### src/rtl/baud_rate_gen_frac.sv
// baud_rate_gen_frac: fractional baud tick generator producing oversample and per-bit ticks.
// Divisor changes take effect only at a period boundary, or immediately while disabled.
module baud_rate_gen_frac #(
    parameter int N        = 16,
    parameter int F        = 4,
    parameter int OVS      = 16,
    parameter int DEF_INT  = 163,
    parameter int DEF_FRAC = 0
) (
    input  logic         clk,
    input  logic         reset,
    input  logic         en,
    input  logic         clear,
    input  logic         load,
    input  logic [N-1:0] div_int,
    input  logic [F-1:0] div_frac,
    output logic         s_tick,
    output logic         bit_tick,
    output logic         cfg_err,
    output logic [N-1:0] cur_int,
    output logic [F-1:0] cur_frac
);
    localparam int OW = OVS > 1 ? $clog2(OVS) : 1;

    logic [N:0]    cnt, plen;
    logic [F-1:0]  acc, pend_frac, nxt_frac;
    logic [N-1:0]  pend_int, nxt_int;
    logic [OW-1:0] ovs_cnt;
    logic [F:0]    acc_sum;
    logic          pend_valid, legal, ovs_last, nxt_valid;

    assign legal    = load && div_int > N'(1);
    assign ovs_last = ovs_cnt == OW'(OVS - 1);
    assign s_tick   = en && !reset && !clear && cnt == plen - (N+1)'(1);
    assign bit_tick = s_tick && ovs_last;
    assign acc_sum  = {1'b0, acc} + {1'b0, cur_frac};
    // a legal load arriving on a boundary cycle wins over an older pending value
    assign nxt_valid = legal || pend_valid;
    assign nxt_int   = legal ? div_int : pend_int;
    assign nxt_frac  = legal ? div_frac : pend_frac;

    always_ff @(posedge clk) begin
        if (reset) begin
            cnt        <= '0;
            acc        <= '0;
            ovs_cnt    <= '0;
            plen       <= (N+1)'(DEF_INT);
            cur_int    <= N'(DEF_INT);
            cur_frac   <= F'(DEF_FRAC);
            pend_int   <= '0;
            pend_frac  <= '0;
            pend_valid <= 1'b0;
            cfg_err    <= 1'b0;
        end else begin
            cfg_err <= load && !legal;
            if (clear || (legal && !en)) begin
                cnt        <= '0;
                acc        <= '0;
                ovs_cnt    <= '0;
                pend_valid <= 1'b0;
                cur_int    <= nxt_valid ? nxt_int : cur_int;
                cur_frac   <= nxt_valid ? nxt_frac : cur_frac;
                plen       <= {1'b0, nxt_valid ? nxt_int : cur_int};
            end else if (en) begin
                if (s_tick) begin
                    cnt        <= '0;
                    ovs_cnt    <= ovs_last ? '0 : ovs_cnt + OW'(1);
                    pend_valid <= 1'b0;
                    if (nxt_valid) begin
                        cur_int  <= nxt_int;
                        cur_frac <= nxt_frac;
                        acc      <= '0;
                        plen     <= {1'b0, nxt_int};
                    end else begin
                        acc  <= acc_sum[F-1:0];
                        plen <= {1'b0, cur_int} + (N+1)'(acc_sum[F]);
                    end
                end else begin
                    cnt <= cnt + (N+1)'(1);
                    if (legal) begin
                        pend_int   <= div_int;
                        pend_frac  <= div_frac;
                        pend_valid <= 1'b1;
                    end
                end
            end
        end
    end
endmodule

### config.mk
export PLATFORM = sky130hd
export DESIGN_NAME = baud_rate_gen_frac
export DESIGN_NICKNAME = d
export VERILOG_FILES = /design/src/rtl/baud_rate_gen_frac.sv
export SDC_FILE = /design/constraint.sdc
export NUM_CORES = 1
export LEC_CHECK = 0
export CAP_MARGIN = 20
export CORE_MARGIN = 10
export CORE_UTILIZATION = 40
export DETAILED_ROUTE_END_ITERATION = 8
export GPL_TIMING_DRIVEN = 0
export PLACE_DENSITY = 0.6
export SLEW_MARGIN = 20
export SYNTH_ARGS = -nofsm -noshare
export SYNTH_HDL_FRONTEND = slang
export SYNTH_SLANG_ARGS = --single-unit
export TNS_END_PERCENT = 1
### constraint.sdc
create_clock -name clk -period 2.7 [get_ports clk]
set_input_delay 0.54 -clock clk [delete_from_list [all_inputs] [get_ports clk]]
set_output_delay 0.54 -clock clk [all_outputs]
set_load 0.02 [all_outputs]
# Word-level counts from Yosys, hierarchy flattened
# Cells that the tools add are included.
# W data, S select, Z words.
# totals
regBits	84
output_inout_bits	23
# op_classes
n_addsub	5
magnitude_cmp	1
eq_ne	2
muxes	19
bitwise_logic	2
n_reduce_logical	21
# ops
cell	n
$mux W16	8
$mux W17	2
$mux W4	7
$add A16 B1 Y17	1
$add A17 B1 Y17 const B	1
$eq A17 B17 Y1	1
$sub A17 B1 Y17 const B	1
$gt A16 B1 Y1 const B	1
$logic_and A1 B1 Y1	7
$reduce_and A2 Y1	3
$reduce_bool A2 Y1	3
$add A4 B4 Y5	1
$add A4 B1 Y4 const B	1
$eq A4 B4 Y1 const B	1
$logic_not A1 Y1	4
$reduce_and A3 Y1	1
$logic_or A1 B1 Y1	2
$mux W1	2
$not A1 Y1	2
$reduce_or A2 Y1	1

# Depth between registers and ports, before layout
# Gate-level depths: netlist of the first run.
# depth
depth_word	7
depth_mapped	14
depth_no_buf	14

# Least setup slack after synthesis of the first run
# OpenSTA, ideal clock, no wires.
# synth_path
path_kind	reg-to-output
start	reg plen[2]
end	out bit_tick
arrival_time_ps	2977
setup_slack_ps	-817
stages_incl_launch_ff	8
n_path_buf	0
cell_sequence	dfxtp_1 > or4_4 > nor4b_4 > nand2_2 > xor2_1 > o22a_1 > nor4_1 > and4_1
# synth_via
elab_chain_len	4
# synth_rtl
item	line_no	rtl
start, declared	25	logic [N:0] cnt, plen;
start signal, assigned	47	plen <= (N+1)'(DEF_INT);
start signal, assigned	63	plen <= {1'b0, nxt_valid ? nxt_int : cur_int};
start signal, assigned	73	plen <= {1'b0, nxt_int};
$sub A17 B1 Y17	34	assign s_tick = en && !reset && !clear && cnt == plen - (N+1)'(1);
$eq A17 B17 Y1	34	
$logic_and A1 B1 Y1	34	
via s_tick	17	output logic s_tick,
$logic_and A1 B1 Y1	35	assign bit_tick = s_tick && ovs_last;
end, declared	18	output logic bit_tick,
# The timed path passes the listed nets, and every way through them passes these cells.

# Worst setup path after layout of the first run
# layout_path
start	reg plen[8]
end	out bit_tick
# layout_via
elab_chain_len	4
# layout_rtl
item	line_no
$sub A17 B1 Y17	34
$eq A17 B17 Y1	34
$logic_and A1 B1 Y1	34
$logic_and A1 B1 Y1	35
# Every way passes these cells.

==> impl_metrics.env, run 1 <==
export IMPL_vdd_drop_max_v=0.000353
export IMPL_max_clock_path_buffers=2
export IMPL_slew_headroom=0.517
export IMPL_tritoncts="yes"
export IMPL_r2r_start="plen[8]$_SDFFE_PP0P_"
export IMPL_min_path_cells=2
export IMPL_drc=0
export IMPL_final_max_slew_viol_count=0
export IMPL_cp_required_ns=2.16
export IMPL_syn_inst=634
export IMPL_cp_cell_sequence="or4_4 > nor4b_4 > buf_4 > buf_6 > nand2_4 > nor2_4 > a31oi_4 > nor4_4 > and4_4 > buf_6"
export IMPL_synthesis_area_sq_um=5100
export IMPL_yosysUniqueCellTypes=65
export IMPL_vias=4873
export IMPL_arrival_ns=2.75
export IMPL_cts_hold_buffers=0
export IMPL_path_clk_slew_ns=0.06
export IMPL_fin_crit_sh=1.22
export IMPL_ys_ff_latch=84
export IMPL_dpl_cell_area_sq_um=5800
export IMPL_wl_per_cell_um=18.1
export IMPL_cp_slowest_cell="or4_4"
export IMPL_postSynthAreaPerCell_sq_um=8.04
export IMPL_numCtsBuffers=9
export IMPL_power_density_nw_per_um2=471
export IMPL_final_cell_count_no_fill=882
export IMPL_cp_start_kind="flop"
export IMPL_grt_max_degree=14
export IMPL_cts_root_buf="clkbuf_16"
export IMPL_hold_end="pend_frac[0]$_SDFFE_PP0P_"
export IMPL_cpPeakStageDelay_ns=0.57
export IMPL_hold_start="pend_frac[0]$_SDFFE_PP0P_"
export IMPL_syn_to_final_growth_pct=25.3
export IMPL_grt_usage=0.182
export IMPL_period_needed_ns=3.29
export IMPL_numPortBuffers=46
export IMPL_fp_dieW_um=133
export IMPL_setup_viol=85
export IMPL_ys_seq_area_frac=0.330
export IMPL_cts_sinks=84
export IMPL_max_freq_ghz=0.304
export IMPL_rsz0062_at_grt="true"
export IMPL_yosysWarnings=0
export IMPL_layout_setup_ws_ns=-0.587
export IMPL_worst_slew_pin_slew_ns=0.725
export IMPL_synth_ff_type="dfxtp_1"
export IMPL_avgViaCountPerCell=5.52
export IMPL_clock_latency_ns=0.35
export IMPL_maxCapViolations=0
export IMPL_dpl_hpwl_um=11900
export IMPL_cp_top_family="simple AND/OR/NAND/NOR gates"
export IMPL_grt_pass1_vias=4855
export IMPL_startpoint="plen[8]$_SDFFE_PP0P_"
export IMPL_coreArea_sq_um=12600
export IMPL_fin_area_sq_um=6390
export IMPL_worstRegToRegCells=11
export IMPL_hold_viol_final=0
export IMPL_dr_pass1_iters=5
export IMPL_final_net_count=741
export IMPL_ant_nets=0
export IMPL_critPathBufInv=3
export IMPL_grt_overflow_total=0
export IMPL_globalplace_congestion=0.924
export IMPL_status="finished, violations left"
export IMPL_synth_area_leaders="dfxtp_1, nand2_1, mux2i_1, xnor2_1, xor2_1"
export IMPL_r2r_end="plen[15]$_SDFFE_PP0P_"
export IMPL_rows=41
export IMPL_synth_top_cell_area_share=0.330
export IMPL_power_mw=3.01
export IMPL_drive_gt1_frac=0.138
export IMPL_path_max_fanout=5
export IMPL_dieHeight_um=133
export IMPL_clock_skew_ns=0.00782
export IMPL_dr_first_iter_drc_count=470
export IMPL_placed_cells=852
export IMPL_path_class="flop to primary output"
export IMPL_synth_edf_count=0
export IMPL_antenna_cells=0
export IMPL_yosysTopAreaCell="dfxtp_1"
export IMPL_wl_um=16000
export IMPL_antenna_found_initial=0
export IMPL_grt_pass1_wl_um=26100
export IMPL_h_tree_depth=3
export IMPL_crit_top_cell="buf_6"
export IMPL_p_leak_nw=2.27
export IMPL_die_area_sq_um=17700
export IMPL_fin_util=0.509
export IMPL_pin_count=48
export IMPL_rrSetupSlack_ns=-0.41
export IMPL_min_path_type="flop to flop"
export IMPL_worstSetupEndpointType="primary output"
export IMPL_failed_checks="setup timing"
export IMPL_async_flop_share=0
export IMPL_start_util=0.406
export IMPL_synth_fp_nets=669
-- worst register-to-register path, stage by stage, from the launching register on --
cell and delay, ns:
dfxtp_4 0.36, or4_4 0.57, nor4b_4 0.34, nand2_2 0.08
xor2_1 0.15, o22a_2 0.26, buf_4 0.15, or4_4 0.51
buf_6 0.16, buf_6 0.15, a31oi_1 0.17, o2bb2ai_1 0.09
-- cell type report --
class | instances | area [sq um]
flip-flops and latches | 84 | 1700
repair buffers | 61 | 579
multi-input cells | 497 | 3350
fillers | 1212 | 6180
plain buffers | 41 | 239
clock buffers | 11 | 233
well taps | 172 | 215
clock inverters | 4 | 27.5
inverters | 12 | 45.0
-- stage by stage --
stage / TNS, ns / setup WS, ns / hold WS [ns]
2_1_floorplan: -3.34 / -0.344 / 0.435
4_1_cts: -29.13 / -0.622 / 0.462
3_5_place_dp: -62.76 / -1.28 / 0.451
5_1_grt: -39.34 / -0.704 / 0.481
6_report: -25.26 / -0.587 / 0.462
3_3_place_gp: -59.67 / -1.25 / 0.443
-- routing by layer --
layer  share of wire  global-route usage  vias up
met5               0                   0        -
met4           0.015              0.0642        0
met3           0.049              0.0409       20
met2            0.49               0.312      143
met1            0.44               0.217     2339
li1                -                   -     2371
-- report_power, final --
| group | switching [mW] | internal [mW] |
|---|---|---|
| Combinational | 0.294 | 0.229 |
| Sequential | 0.0669 | 1.29 |
| Clock | 0.512 | 0.617 |
-- layout by cell type (no fill, tap or decap), drive strengths merged, types with 3 or more instances in the layout --
| cell | instances |
|---|---|
| a211oi | 9 |
| a21o | 5 |
| a21oi | 35 |
| a31o | 3 |
| a31oi | 4 |
| and2 | 5 |
| and4 | 4 |
| buf | 28 |
| clkbuf | 41 |
| clkdlybuf4s50 | 44 |
| clkinvlp | 3 |
| dfxtp | 84 |
| ha | 9 |
| inv | 11 |
| mux2 | 13 |
| mux2i | 27 |
| nand2 | 102 |
| nand2b | 7 |
| nand3 | 26 |
| nand3b | 6 |
| nand4 | 16 |
| nor2 | 58 |
| nor2b | 14 |
| nor3 | 10 |
| nor3b | 3 |
| nor4 | 11 |
| o211ai | 8 |
| o21ai | 28 |
| or3 | 3 |
| or4 | 4 |
| xnor2 | 30 |
| xor2 | 26 |
-- cells by family after synthesis --
| logic type | Yosys count | share of synthesized area |
|---|---|---|
| flip-flops | 84 | 0.330 |
| AND/OR/NAND/NOR | 278 | 0.272 |
| multiplexers | 40 | 0.0817 |
| adder cells (fa/ha/maj) | 10 | 0.0260 |
| XOR/XNOR | 56 | 0.0962 |
| AO/OA/AOI/OAI | 113 | 0.145 |
| buffers and inverters | 53 | 0.0496 |
-- worst max-delay path by stage --
stage	end	slack, ns	cells past startpoint
6_report	bit_tick	-0.59	10
4_1_cts	bit_tick	-0.62	8
3_5_place_dp	bit_tick	-1.28	9
5_1_grt	bit_tick	-0.70	10
3_3_place_gp	bit_tick	-1.25	9
2_1_floorplan	bit_tick	-0.34	7
-- flip-flops by register name, summed over array words and instances (netlist names) --
name        count
acc             4
pend_int       16
plen           17
cur_int        16
pend_valid      1
cnt            17
cur_frac        4
ovs_cnt         4
cfg_err         1
pend_frac       4
-- cells in the mapped netlist, drive strengths merged, types with 2 or more instances --
master	n
and4	4
a41o	2
a211oi	9
a31oi	4
nand3	26
nor2	58
ha	9
a31o	3
o32ai	2
xnor2	30
a21o	5
a221o	2
nor2b	14
mux2	13
buf	10
nand3b	6
a221oi	2
nand4b	2
or4	4
nor4	11
dfxtp	84
xor2	26
or3	3
nand4	16
o21ai	28
inv	11
clkbuf	31
a21oi	35
nor3b	3
o211ai	8
mux2i	27
nand2b	7
or2	2
nor4b	2
nand2	102
and3	2
and2	5
nor3	10
o311a	2
-- repair_timing --
item	CTS	global route
gates resized for setup	45	21
endpoints found under the setup margin	85	85
buffers inserted	8	7
pin swaps	10	13
(Power assumes the default switching activity.)
==> run 2: changes to the inputs <==
CAP_MARGIN = unset   (was 20)
==> results of run 2 <==
Final layout, timing and power as in run 1 (identical DEF).
